`config.mk`:
```
export PLATFORM = sky130hd
export DESIGN_NAME = sseg_scan_ctrl
export DESIGN_NICKNAME = d
export VERILOG_FILES = /design/src/rtl/sseg_pkg.sv /design/src/rtl/sseg_decode.sv /design/src/rtl/sseg_scan_ctrl.sv
export SDC_FILE = /design/constraint.sdc
export NUM_CORES = 1
export LEC_CHECK = 0
export CORE_UTILIZATION = 40
export CTS_CLUSTER_SIZE = 24
export DETAILED_ROUTE_END_ITERATION = 8
export PLACE_DENSITY = 0.58
export SYNTH_ARGS = -nofsm -noshare
export SYNTH_HDL_FRONTEND = slang
export SYNTH_SLANG_ARGS = --single-unit
```
`constraint.sdc`:
```
create_clock -name clk -period 7.3 [get_ports clk]
set_clock_uncertainty 0.1 [all_clocks]
set_input_delay 1.095 -clock clk [delete_from_list [all_inputs] [get_ports clk]]
set_output_delay 1.095 -clock clk [all_outputs]
set_load 0.005 [all_outputs]
```
`src/rtl/sseg_pkg.sv`:
```
// Shared segment codes, bit order and parameter limits for the seven-segment scan controller.
package sseg_pkg;

  localparam int unsigned SEG_W = 8;

  // Cathode bit positions, active-low: {dp,g,f,e,d,c,b,a}
  typedef enum int unsigned {
    SEG_A  = 0,
    SEG_B  = 1,
    SEG_C  = 2,
    SEG_D  = 3,
    SEG_E  = 4,
    SEG_F  = 5,
    SEG_G  = 6,
    SEG_DP = 7
  } seg_bit_e;

  typedef logic [SEG_W-1:0] seg_t;

  localparam seg_t SEG_BLANK = 8'hFF;

  localparam seg_t SEG_HEX_0 = 8'hC0;
  localparam seg_t SEG_HEX_1 = 8'hF9;
  localparam seg_t SEG_HEX_2 = 8'hA4;
  localparam seg_t SEG_HEX_3 = 8'hB0;
  localparam seg_t SEG_HEX_4 = 8'h99;
  localparam seg_t SEG_HEX_5 = 8'h92;
  localparam seg_t SEG_HEX_6 = 8'h82;
  localparam seg_t SEG_HEX_7 = 8'hF8;
  localparam seg_t SEG_HEX_8 = 8'h80;
  localparam seg_t SEG_HEX_9 = 8'h90;
  localparam seg_t SEG_HEX_A = 8'h88;
  localparam seg_t SEG_HEX_B = 8'h83;
  localparam seg_t SEG_HEX_C = 8'hC6;
  localparam seg_t SEG_HEX_D = 8'hA1;
  localparam seg_t SEG_HEX_E = 8'h86;
  localparam seg_t SEG_HEX_F = 8'h8E;

  localparam int unsigned MIN_DIGITS       = 1;
  localparam int unsigned MAX_DIGITS       = 16;
  localparam int unsigned MIN_BLINK_FRAMES = 1;
  // Slot must hold the guard time plus at least two lit cycles
  localparam int unsigned MIN_SLOT_MARGIN  = 2;

endpackage

```
`src/rtl/sseg_decode.sv`:
```
// Combinational hex nibble + decimal point to active-low segment code.
module sseg_decode
  import sseg_pkg::*;
(
  input  logic [3:0] nibble,
  input  logic       dp,
  output seg_t       seg_c
);

  always_comb begin
    seg_c = SEG_BLANK;
    case (nibble)
      4'h0: seg_c = SEG_HEX_0;
      4'h1: seg_c = SEG_HEX_1;
      4'h2: seg_c = SEG_HEX_2;
      4'h3: seg_c = SEG_HEX_3;
      4'h4: seg_c = SEG_HEX_4;
      4'h5: seg_c = SEG_HEX_5;
      4'h6: seg_c = SEG_HEX_6;
      4'h7: seg_c = SEG_HEX_7;
      4'h8: seg_c = SEG_HEX_8;
      4'h9: seg_c = SEG_HEX_9;
      4'hA: seg_c = SEG_HEX_A;
      4'hB: seg_c = SEG_HEX_B;
      4'hC: seg_c = SEG_HEX_C;
      4'hD: seg_c = SEG_HEX_D;
      4'hE: seg_c = SEG_HEX_E;
      4'hF: seg_c = SEG_HEX_F;
      default: seg_c = SEG_BLANK;
    endcase
    seg_c[SEG_DP] = ~dp;
  end

endmodule

```
`src/rtl/sseg_scan_ctrl.sv`:
```
// Multiplexed seven-segment scanner: prescaled digit scan, frame-synchronous shadow
// loading, blink and leading-zero blanking, registered active-low anode/cathode.
module sseg_scan_ctrl
  import sseg_pkg::*;
#(
  parameter int unsigned NUM_DIGITS   = 8,
  parameter int unsigned REFRESH_DIV  = 100000,
  parameter int unsigned GUARD_CYCLES = 4,
  parameter int unsigned BLINK_FRAMES = 256
) (
  input  logic                    clk,
  input  logic                    reset_n,
  input  logic                    load,
  input  logic [4*NUM_DIGITS-1:0] hex_data,
  input  logic [NUM_DIGITS-1:0]   dp_in,
  input  logic [NUM_DIGITS-1:0]   digit_en,
  input  logic [NUM_DIGITS-1:0]   blink_en,
  input  logic                    lz_blank,
  output logic [NUM_DIGITS-1:0]   anode,
  output seg_t                    cathode,
  output logic                    frame_tick
);

  localparam int unsigned HEX_W = 4 * NUM_DIGITS;
  localparam int unsigned PRE_W = (REFRESH_DIV > 1) ? $clog2(REFRESH_DIV) : 1;
  localparam int unsigned IDX_W = (NUM_DIGITS > 1) ? $clog2(NUM_DIGITS) : 1;
  localparam int unsigned FRM_W = (BLINK_FRAMES > 1) ? $clog2(BLINK_FRAMES) : 1;

  if (NUM_DIGITS < MIN_DIGITS || NUM_DIGITS > MAX_DIGITS ||
      REFRESH_DIV < GUARD_CYCLES + MIN_SLOT_MARGIN ||
      BLINK_FRAMES < MIN_BLINK_FRAMES) begin : g_bad_params
    $error("sseg_scan_ctrl: illegal parameter combination");
  end

  logic [PRE_W-1:0]      pre;
  logic [IDX_W-1:0]      idx;
  logic [FRM_W-1:0]      frm_cnt;
  logic                  blink_phase;
  logic                  pending;

  logic [HEX_W-1:0]      stg_hex,   act_hex;
  logic [NUM_DIGITS-1:0] stg_dp,    act_dp;
  logic [NUM_DIGITS-1:0] stg_en,    act_en;
  logic [NUM_DIGITS-1:0] stg_blink, act_blink;

  logic                  slot_end_c;
  logic                  wrap_c;
  logic [3:0]            sel_nib_c;
  logic                  sel_dp_c;
  logic                  sel_en_c;
  logic                  sel_blink_c;
  logic                  sel_lz_c;
  logic                  visible_c;
  logic [NUM_DIGITS-1:0] anode_c;
  seg_t                  seg_code_c;

  assign slot_end_c = (pre == PRE_W'(REFRESH_DIV - 1));
  assign wrap_c     = slot_end_c && (idx == IDX_W'(NUM_DIGITS - 1));

  // Prescaler and digit index
  always_ff @(posedge clk or negedge reset_n) begin
    if (!reset_n) begin
      pre <= '0;
      idx <= '0;
    end else if (slot_end_c) begin
      pre <= '0;
      idx <= wrap_c ? '0 : idx + IDX_W'(1);
    end else begin
      pre <= pre + PRE_W'(1);
    end
  end

  // Frame counter, blink phase and frame pulse
  always_ff @(posedge clk or negedge reset_n) begin
    if (!reset_n) begin
      frm_cnt     <= '0;
      blink_phase <= 1'b0;
      frame_tick  <= 1'b0;
    end else begin
      frame_tick <= wrap_c;
      if (wrap_c) begin
        if (frm_cnt == FRM_W'(BLINK_FRAMES - 1)) begin
          frm_cnt     <= '0;
          blink_phase <= ~blink_phase;
        end else begin
          frm_cnt <= frm_cnt + FRM_W'(1);
        end
      end
    end
  end

  // Staging captures every load; active set only changes on the wrap cycle
  always_ff @(posedge clk or negedge reset_n) begin
    if (!reset_n) begin
      pending   <= 1'b0;
      stg_hex   <= '0;
      stg_dp    <= '0;
      stg_en    <= '0;
      stg_blink <= '0;
      act_hex   <= '0;
      act_dp    <= '0;
      act_en    <= '0;
      act_blink <= '0;
    end else begin
      if (load) begin
        stg_hex   <= hex_data;
        stg_dp    <= dp_in;
        stg_en    <= digit_en;
        stg_blink <= blink_en;
        pending   <= 1'b1;
      end
      if (wrap_c) begin
        pending <= 1'b0;
        if (load) begin
          act_hex   <= hex_data;
          act_dp    <= dp_in;
          act_en    <= digit_en;
          act_blink <= blink_en;
        end else if (pending) begin
          act_hex   <= stg_hex;
          act_dp    <= stg_dp;
          act_en    <= stg_en;
          act_blink <= stg_blink;
        end
      end
    end
  end

  // Select the current digit; lz_run tracks "this and all higher digits are zero"
  always_comb begin
    logic lz_run;
    sel_nib_c   = '0;
    sel_dp_c    = 1'b0;
    sel_en_c    = 1'b0;
    sel_blink_c = 1'b0;
    sel_lz_c    = 1'b0;
    lz_run      = lz_blank;
    for (int k = int'(NUM_DIGITS) - 1; k >= 0; k--) begin
      lz_run = lz_run && (act_hex[4*k +: 4] == 4'h0);
      if (idx == IDX_W'(k)) begin
        sel_nib_c   = act_hex[4*k +: 4];
        sel_dp_c    = act_dp[k];
        sel_en_c    = act_en[k];
        sel_blink_c = act_blink[k];
        sel_lz_c    = lz_run && (k != 0);
      end
    end
  end

  assign visible_c = sel_en_c && !sel_lz_c && !(blink_phase && sel_blink_c) &&
                     (pre >= PRE_W'(GUARD_CYCLES));

  always_comb begin
    anode_c = '1;
    for (int k = 0; k < int'(NUM_DIGITS); k++) begin
      anode_c[k] = !(visible_c && (idx == IDX_W'(k)));
    end
  end

  sseg_decode u_decode (
    .nibble (sel_nib_c),
    .dp     (sel_dp_c),
    .seg_c  (seg_code_c)
  );

  // Registered pin drivers; async reset darkens the display immediately
  always_ff @(posedge clk or negedge reset_n) begin
    if (!reset_n) begin
      anode   <= '1;
      cathode <= SEG_BLANK;
    end else begin
      anode   <= anode_c;
      cathode <= visible_c ? seg_code_c : SEG_BLANK;
    end
  end

endmodule

```
==> metrics.md, run 1 <==
| Metric | Value |
|---|---|
| Starting DRT DRC Count | 235 |
| Reg2reg end | cathode[3] |
| Maximum vdd ir drop | approximately 0.16 mV |
| Drt first pass iters | 7 |
| Synth Register Bits | 159 |
| Via Count | 4,732 |
| Worst Setup SP | idx[2] |
| Clk slew on worst S/H paths | roughly 60 ps |
| Post-Layout Inst Area | just under 0.009 mm2 |
| Initial Util | approximately two fifths |
| CP endpoint kind | register |
| Vias/cell | around 5.3 |
| Synth area leader | dfrtp_1 |
| Async set-reset flop share out of synthesis | 100% |
| Layout cell share with drive strength beyond 1 | 25.1% |
| Slowest-stage cell, CP | dfrtp_1 |
| Post-CTS Resized | 0 |
| Largest net degree at the start of global routing | 90 |
| Status | finished, final reports clean |
| YS warnings | 0 |
| TritonCTS clock tree | yes |
| Total Power | about 2.0 mW |
| Setup violations, final | 0 |
| CP top delay family | compound AO/OA/AOI/OAI gates |
| Routability cong. | between 0.9 and 1 |
| Netlist Area Pre-Place | 0.00721 mm2 |
| CP Buf/Inv Count | 3 |
| CP Max Fanout | 25 |
| Pwr dens | ~220 mW/mm2 |
| Antenna violations before repair | 0 |
| Most common cell after layout, fill and taps aside | dfrtp_1 |
| Leak | ~4 nW |
| Clock insertion delay at the later pin of the skew report | around 430 ps |
| Post-DP HPWL | between 10,000 and 15,000 um |
| Hold Crit Start | frm_cnt[4] |
| Pins over their slew limit | 0 |
| Grt ovf | 0 |
| Buffers on Ports | between 70 and 80 |
| EDFF count, synth | 0 |
| CTS root buffer | clkbuf_16 |
| Antenna Nets Post-Route | 0 |
| Fillers | approximately 1,500 |
| Fmax | around 250 MHz |
| Reg2reg setup slack | 3250 ps |
| Global-route usage over all layers | between 10% and 20% |
| Final-stage net count | approximately 730 |
| Kind of critical path | register to register |
| Crit-path most repeated cell | inv_1 |
| Worst Path Arrival | around 4200 ps |
| Hold Buf Count CTS | 0 |
| CP startpoint kind | register |
| Max clock buf depth | 2 |
| First-pass GRT wire length | roughly 26,000 um |
| I/O pin cnt | 77 |
| ANT cells | 0 |
| Cell Chain, Critical Path | inv_1, ha_1, inv_1, o221ai_1, a222oi_1, inv_1, ha_1, a211o_1, o311ai_0 |
| Synth Net Count | approximately 650 |
| Sequential area share after synthesis | 55.5% |
| Hold path endpoint | frm_cnt[4] |
| Synthesis-to-layout area growth | 21.8% |
| Total number of placement rows | 48 |
| Setup bufs post-CTS | 0 |
| Fin crit share | a little under three fifths |
| RSZ-0062 raised after global routing | no |
| Setup TNS | 0 ps |
| Yosys top cell area share | between 40% and 50% |
| Mean Syn Cell Area | about 12 um2 |
| Reg2reg path depth | 9 |
| Commonest non-fill, non-tap cells in the layout | dfrtp_1, mux2_2, clkdlybuf4s50_1 |
| Die Ht | roughly 140 um |
| Largest cells by area after synthesis | dfrtp_1, mux2_2, dfstp_2 |
| Max Cap Viol | 0 |
| Main synth FF type | dfrtp_1 |
| CTS sink count | 159 |
| Syn Inst Count | around 580 |
| WP data required | ~7500 ps |
| Die area | 0.0186 mm2 |
| Crit-path max cell delay | approximately 830 ps |
| Core area | between 0.015 and 0.02 mm2 |
| Reg-to-reg startpoint | idx[2] |
| Vias in the first global route | about 5,000 |
| Worst-margin pin slew | 924 ps |
| Hold Path Cell Cnt | 1 |
| H-tree level count | 4 |
| Total Wirelength | 15,700 um |
| Die Wd | between 100 and 150 um |
| Dpl cell area | around 0.0082 mm2 |
| Fin. Hold Viols | 0 |
| Avg WL per Cell | ~18 um |
| # DRC | 0 |
| Period minus WS final | a little over 4000 ps |
| Synth cell types | between 50 and 60 |
| HP Class | register to register |
| Slew HR | 38.4% |
| CTS buffer count | 17 |
-- state kept, by name, indices dropped and copies added (netlist names), 3 cells and up --
| register | count |
|---|---|
| act_hex | 32 |
| stg_hex | 32 |
| pre | 17 |
| act_blink | 8 |
| act_dp | 8 |
| act_en | 8 |
| anode | 8 |
| cathode | 8 |
| frm_cnt | 8 |
| stg_blink | 8 |
| stg_dp | 8 |
| stg_en | 8 |
| idx | 3 |
-- area by class of cell --
class,instances,area [um2],area share [%]
Sequential cell,159,4000,45.6
Multi-Input combinational cell,378,3030,34.5
Timing Repair Buffer,80,787,8.97
Clock buffer,22,464,5.29
Tap cell,225,282,3.21
Clock inverter,10,159,1.81
Inverter,16,60.1,0.684
-- where the power goes --
| group | switching [mW] | internal (mW) | leakage, nW |
|---|---|---|---|
| sequential | 0.00762 | 0.913 | 2.01 |
| clock | 0.343 | 0.590 | 0.301 |
| combinational | 0.0458 | 0.0570 | 1.69 |
-- stage by stage --
step           util [%]  cells  hold WS (ps)  setup slack (ps)
2_1_floorplan         -    578           338              4430
3_3_place_gp       46.8    858           357              3650
3_5_place_dp       46.8    858           363              3350
4_1_cts            50.4    890           376              3340
5_1_grt            50.4    890           403              2960
6_report           50.4    890           374              3250
-- synthesized netlist by cell type (3+ instances only) --
cell type,n
ha_1,14
mux2_2,94
buf_2,10
o211ai_1,5
a31oi_1,4
clkbuf_1,8
and2_1,3
inv_1,16
buf_1,4
nor3b_1,4
nor3_1,6
nor2_1,31
nand2_1,40
a211oi_1,4
nand4_1,6
nand2b_1,5
o221ai_1,4
xnor2_1,10
o21ai_0,12
buf_6,3
a21oi_1,17
o311ai_0,5
a41oi_1,3
xor2_1,11
mux2i_1,4
and3_1,8
dfrtp_1,143
nand3_1,22
mux2_4,16
dfstp_2,16
nor2b_1,6
o2bb2ai_1,3
nor4_1,10
-- kinds of logic (layout without fill, tap and decap cells) --
logic type               count (synthesis)  in the layout  synth area share (%)
flip-flops                             159            159                  55.5
AND/OR/NAND/NOR                        150            150                  10.6
multiplexers                           114            114                  18.6
AO/OA/AOI/OAI                           79             79                  7.69
buffers and inverters                   41            128                  2.62
XOR/XNOR                                21             21                  2.55
adder cells (fa/ha/maj)                 14             14                  2.43
-- per-layer routing --
metal / vias up / GRT usage, % / routed length (um)
li1: 2224 / - / -
met4: 0 / 6.05 / 228
met2: 101 / 31.1 / 7960
met1: 2383 / 24.3 / 6860
met3: 24 / 4.18 / 602
met5: - / 0 / 0
-- worst max-delay path by stage --
stage / depth (start not counted) / end
3_5_place_dp: 9 / cathode[3]
6_report: 9 / cathode[3]
3_3_place_gp: 9 / cathode[3]
5_1_grt: 10 / cathode[3]
2_1_floorplan: 11 / cathode[3]
4_1_cts: 9 / cathode[3]
Power figures use the tool's default switching activity.
==> inputs of run 2 (changes only) <==
- clock period: 7.3 -> 4.2 ns (I/O delays scaled with it)
==> metrics.md, run 2 (same netlist as run 1, synthesis figures left out) <==
| Metric | Value |
|---|---|
| Status | finished, final reports clean |
| Final WS setup | between 800 and 900 ps |
| Switching Share | approximately 21% |
| ANT cells | 0 |
| Clock insertion delay at the later pin of the skew report | between 400 and 500 ps |
| Die area | ~0.019 mm2 |
| Reg2reg path depth | 10 |
| Buffers on Ports | 76 |
| Commonest non-fill, non-tap cells in the layout | dfrtp_1, mux2_2, clkdlybuf4s50_1 |
| Placement Setup Slack | about 930 ps |
| Clk slew on worst S/H paths | around 60 ps |
| Antenna Nets Post-Route | 0 |
| Routability cong. | between 0.9 and 1 |
| Pins over their slew limit | 0 |
| Fin. Hold Viols | 0 |
| Total number of placement rows | 48 |
| Largest net degree at the start of global routing | between 100 and 150 |
| Hold Buf Count CTS | 0 |
| I/O pin cnt | 77 |
| Die Wd | approximately 140 um |
| Pwr dens | between 300 and 400 mW/mm2 |
| Post-Layout Inst Area | 0.00882 mm2 |
| Seq pwr share | around 47% |
| Grt ovf | 0 |
| Initial Util | between 40% and 50% |
| Slew HR | 34.7% |
| CP top delay family | compound AO/OA/AOI/OAI gates |
| Max Cap Viol | 0 |
| HP Class | input pin to asynchronous set/reset pin |
| Vias/cell | ~5.3 |
| Setup violations, final | 0 |
| Layout cell share with drive strength beyond 1 | between 20 and 30% |
| CP endpoint kind | register |
| Top Registers | act_hex: 32 flops, stg_hex: 32 flops, pre: 17 flops |
| CP Buf/Inv Count | 2 |
| Int Pwr | 2.71 mW |
| Setup bufs post-CTS | 0 |
| Fin crit share | approximately 79% |
| Synthesis-to-layout area growth | 22.4% |
| CTS sink count | roughly 160 |
| Core area | between 0.015 and 0.02 mm2 |
| Sw power | 707 uW |
| Post-CTS Resized | 0 |
| Clock Power Share | about 48% |
| CTS root buffer | clkbuf_16 |
| Finished Layout Cells | slightly below 900 |
| Cell Chain, Critical Path | inv_1, ha_1, nor3b_1, o311ai_0, a41oi_1, a21oi_1, inv_1, ha_1, a211o_1, o311ai_0 |
| Logic pwr share | 5.3% |
| Max clock buf depth | 2 |
| CP startpoint kind | register |
| Worst path depth | 10 |
| Total Wirelength | approximately 16,000 um |
| Fmax | between 300 and 400 MHz |
| Placed cells | 860 |
| Dpl cell area | 0.00818 mm2 |
| Vias in the first global route | around 5,000 |
| Antenna violations before repair | 0 |
| Total Power | roughly 3.4 mW |
| Fillers | about 1,500 |
| Maximum vdd ir drop | 0.279 mV |
| Leak | roughly 4 nW |
| Starting DRT DRC Count | 259 |
| Drt first pass iters | 5 |
| WP data required | between 4000 and 5000 ps |
| Final-stage net count | between 700 and 800 |
| Die Ht | between 100 and 150 um |
| Via Count | around 4,800 |
| TritonCTS clock tree | yes |
| Slowest-stage cell, CP | ha_1 |
| Global-route usage over all layers | 18.1% |
| H-tree level count | 4 |
| # DRC | 0 |
| First-pass GRT wire length | 25,600 um |
| Worst Path Arrival | approximately 3500 ps |
| Post-DP HPWL | ~11,000 um |
| Most common cell after layout, fill and taps aside | dfrtp_1 |
| Period minus WS final | 3310 ps |
| CTS buffer count | 17 |
| CP Max Fanout | 25 |
| RSZ-0062 raised after global routing | no |
| Area of the multi-input gates | around 0.003 mm2 |
| Kind of critical path | register to register |
| Crit-path max cell delay | 740 ps |
| Avg WL per Cell | 17.4 um |
| Setup TNS | 0 ps |
| Sequential Area | around 0.0040 mm2 |
| Worst-margin pin slew | 979 ps |
-- run 2: worst register-to-register path, cell delays in order (launching register included) --
cell and delay, ps:
dfrtp_1 400, inv_1 100, ha_1 740, nor3b_1 130
o311ai_0 340, a41oi_1 150, a21oi_1 380, inv_1 160
ha_1 340, a211o_1 250, o311ai_0 110
-- run 2: power groups by stage --
stage	Sequential, mW	Combinational (mW)	Clock, mW
final	1.60	0.181	1.64
after global routing	1.60	0.202	1.74
after CTS	1.60	0.189	1.68
after detailed placement	1.63	0.188	0
after global placement	1.62	0.184	0
after floorplan	1.62	0.0770	0
-- run 2: path summary, 6_finish.rpt --
path	start	end	slack, ps
setup / recovery	idx[1]	cathode[3]	890
hold / removal	reset_n	stg_hex[16]	220
setup reg to reg	idx[1]	cathode[3]	890
hold reg to reg	frm_cnt[4]	frm_cnt[4]	370
max in group asynchronous	reset_n	cathode[7]	2920
min in group clk	frm_cnt[4]	frm_cnt[4]	370
-- run 2: final cells by class --
class                           instances  area share [%]
Sequential cell                       159            45.3
Multi-Input combinational cell        378            34.3
Timing Repair Buffer                   82            9.23
Clock buffer                           19            5.13
Tap cell                              225            3.19
Clock inverter                         13            2.13
Inverter                               16           0.681
-- run 2: metal layers --
metal	vias up	GRT usage, %	wire [um]
met5	-	0	0
met4	0	5.68	237
met3	25	3.73	503
met2	88	31.0	7820
met1	2407	22.9	6950
li1	2237	-	-
-- run 2: stage by stage --
step                      hold slack [ps]  util (%)
after floorplan                       234         -
after global placement                362      47.0
after detailed placement              357      47.0
after CTS                             277      50.6
after global routing                  319      50.6
final                                 218      50.6
==> inputs of run 3 (changes only) <==
- clock period: 4.2 -> 3.4 ns (I/O delays scaled with it)
==> metrics.md, run 3 (same netlist as run 1, synthesis figures left out) <==
| Metric | Value |
|---|---|
| Grt ovf | 0 |
| Total Wirelength | approximately 16,000 um |
| Total Power | around 4.1 mW |
| Cell Chain, Critical Path | inv_1, ha_1, nor3b_1, o311ai_0, a41oi_1, a21oi_1, inv_1, ha_1, inv_1, nand3_1, o211ai_1, o311ai_0 |
| TritonCTS clock tree | yes |
| Layout cell share with drive strength beyond 1 | 26.8% |
| Maximum vdd ir drop | 0.350 mV |
| Max Cap Viol | 0 |
| Pwr dens | between 400 and 500 mW/mm2 |
| Status | finished with violations |
| # DRC | 0 |
| I/O pin cnt | just under 80 |
| Pins over their slew limit | 0 |
| Avg WL per Cell | between 15 and 20 um |
| Clock insertion delay at the later pin of the skew report | roughly 430 ps |
| Via Count | between 4,000 and 5,000 |
| WHS | -21.3 ps |
| Final WS setup | about 370 ps |
| Fin crit share | approximately nine tenths |
| CP Max Fanout | 10 |
| Failing checks | hold timing |
| Antenna violations before repair | 0 |
| Die Wd | 136 um |
| Die Ht | approximately 140 um |
| Worst Path Arrival | approximately 3300 ps |
| Commonest non-fill, non-tap cells in the layout | dfrtp_1, mux2_2, clkdlybuf4s50_1 |
| Setup TNS | 0 ps |
| Crit-path most repeated cell | inv_1 |
| Global-route usage over all layers | approximately 18% |
| Core area | about 0.017 mm2 |
| Placement Setup Slack | 338 ps |
| Starting DRT DRC Count | between 200 and 250 |
| Initial Util | about two fifths |
| Post-DP HPWL | 11,300 um |
| Crit-path max cell delay | between 300 and 400 ps |
| RSZ-0062 raised after global routing | no |
| Top Registers | act_hex: 32 flops, stg_hex: 32 flops, pre: 17 flops |
| Routability cong. | ~0.87 |
| Total number of placement rows | 48 |
| Slowest-stage cell, CP | dfrtp_1 |
| Fin. Hold Viols | 11 |
| Worst-margin pin slew | around 640 ps |
| First-pass GRT wire length | between 20,000 and 30,000 um |
| Period minus WS final | between 3000 and 4000 ps |
| Final-stage net count | around 740 |
| Hold Buf Count CTS | 0 |
| WP data required | between 3000 and 4000 ps |
| H-tree level count | 4 |
| CTS sink count | between 150 and 200 |
| CP endpoint kind | register |
| CP startpoint kind | register |
| Slew HR | 57.2% |
| Kind of critical path | register to register |
| Fmax | around 330 MHz |
| Buffers on Ports | 76 |
| Clk slew on worst S/H paths | ~70 ps |
| Vias/cell | roughly 5.3 |
| ANT cells | 0 |
| Setup violations, final | 0 |
| Vias in the first global route | 4,981 |
| Largest net degree at the start of global routing | 71 |
| Leak | 4.05 nW |
| Synthesis-to-layout area growth | 23.1% |
| Antenna Nets Post-Route | 0 |
| Most common cell after layout, fill and taps aside | dfrtp_1 |
| HP Class | input pin to asynchronous set/reset pin |
| CTS root buffer | clkbuf_16 |
| Die area | 0.0186 mm2 |
| CTS buffer count | 17 |
| Drt first pass iters | 4 |
| Max clock buf depth | 2 |
==> run 3: cell count changes in the layout (fill, tap and decap cells not counted), sizes merged <==
cell,delta
buf,+9
bufinv,-1
inv,+1
==> run 3: cell type report <==
cell class | count | area [um2]
fillers | 1533 | 8550
flip-flops and latches | 159 | 4000
clock inverters | 13 | 163
inverters | 16 | 60.1
multi-input cells | 378 | 3030
repair buffers | 91 | 895
clock buffers | 19 | 443
well taps | 225 | 282
==> run 3: timing repair <==
item / 4_1_cts / 5_1_grt
gates resized for setup: 0 / 1
setup buffers: 0 / 0
hold endpoints to repair: 0 / 0
setup endpoints to repair: 0 / 2
==> run 3: layer usage <==
metal / global-route usage (%) / vias up / part of all wire, %
li1: - / 2244 / -
met1: 23.1 / 2430 / 44
met2: 31.3 / 106 / 52
met3: 4.29 / 10 / 3.7
met4: 5.80 / 0 / 0.89
met5: 0 / - / 0
==> run 3: where the power goes <==
group / total (mW) / internal [mW] / switching [mW]
logic: 0.228 / 0.126 / 0.102
registers: 1.97 / 1.96 / 0.0145
clock network: 1.95 / 1.18 / 0.774
total: 4.15 / 3.26 / 0.890
==> run 3: worst max-delay path: cells and delay by family (launching register included) <==
family | cells | cell delay [ps]
and+or+nand+nor | 2 | 300
DFF | 1 | 380
buffers and inverters | 3 | 360
adders and majority gates | 2 | 590
AOI/OAI and AO/OA | 5 | 1200
==> run 3: final timing paths <==
path	startpoint	endpoint	slack (ps)	cells after the start
max	idx[0]	cathode[0]	370	12
max reg2reg	idx[0]	cathode[0]	370	12
max in group asynchronous	reset_n	stg_blink[2]	2430	2
min reg2reg	frm_cnt[6]	frm_cnt[6]	380	1
min in group clk	frm_cnt[6]	frm_cnt[6]	380	1
min	reset_n	stg_hex[16]	-20	1
==> run 3: stage by stage <==
step           area, um2  hold slack, ps  instances  utilization, %
6_report            8870           -21.3        901            50.9
5_1_grt             8870            25.1        901            50.9
4_1_cts             8870            3.71        901            50.9
3_5_place_dp        8260             368        869            47.4
3_3_place_gp        8260             358        869            47.4
2_1_floorplan       7210             114        578               -
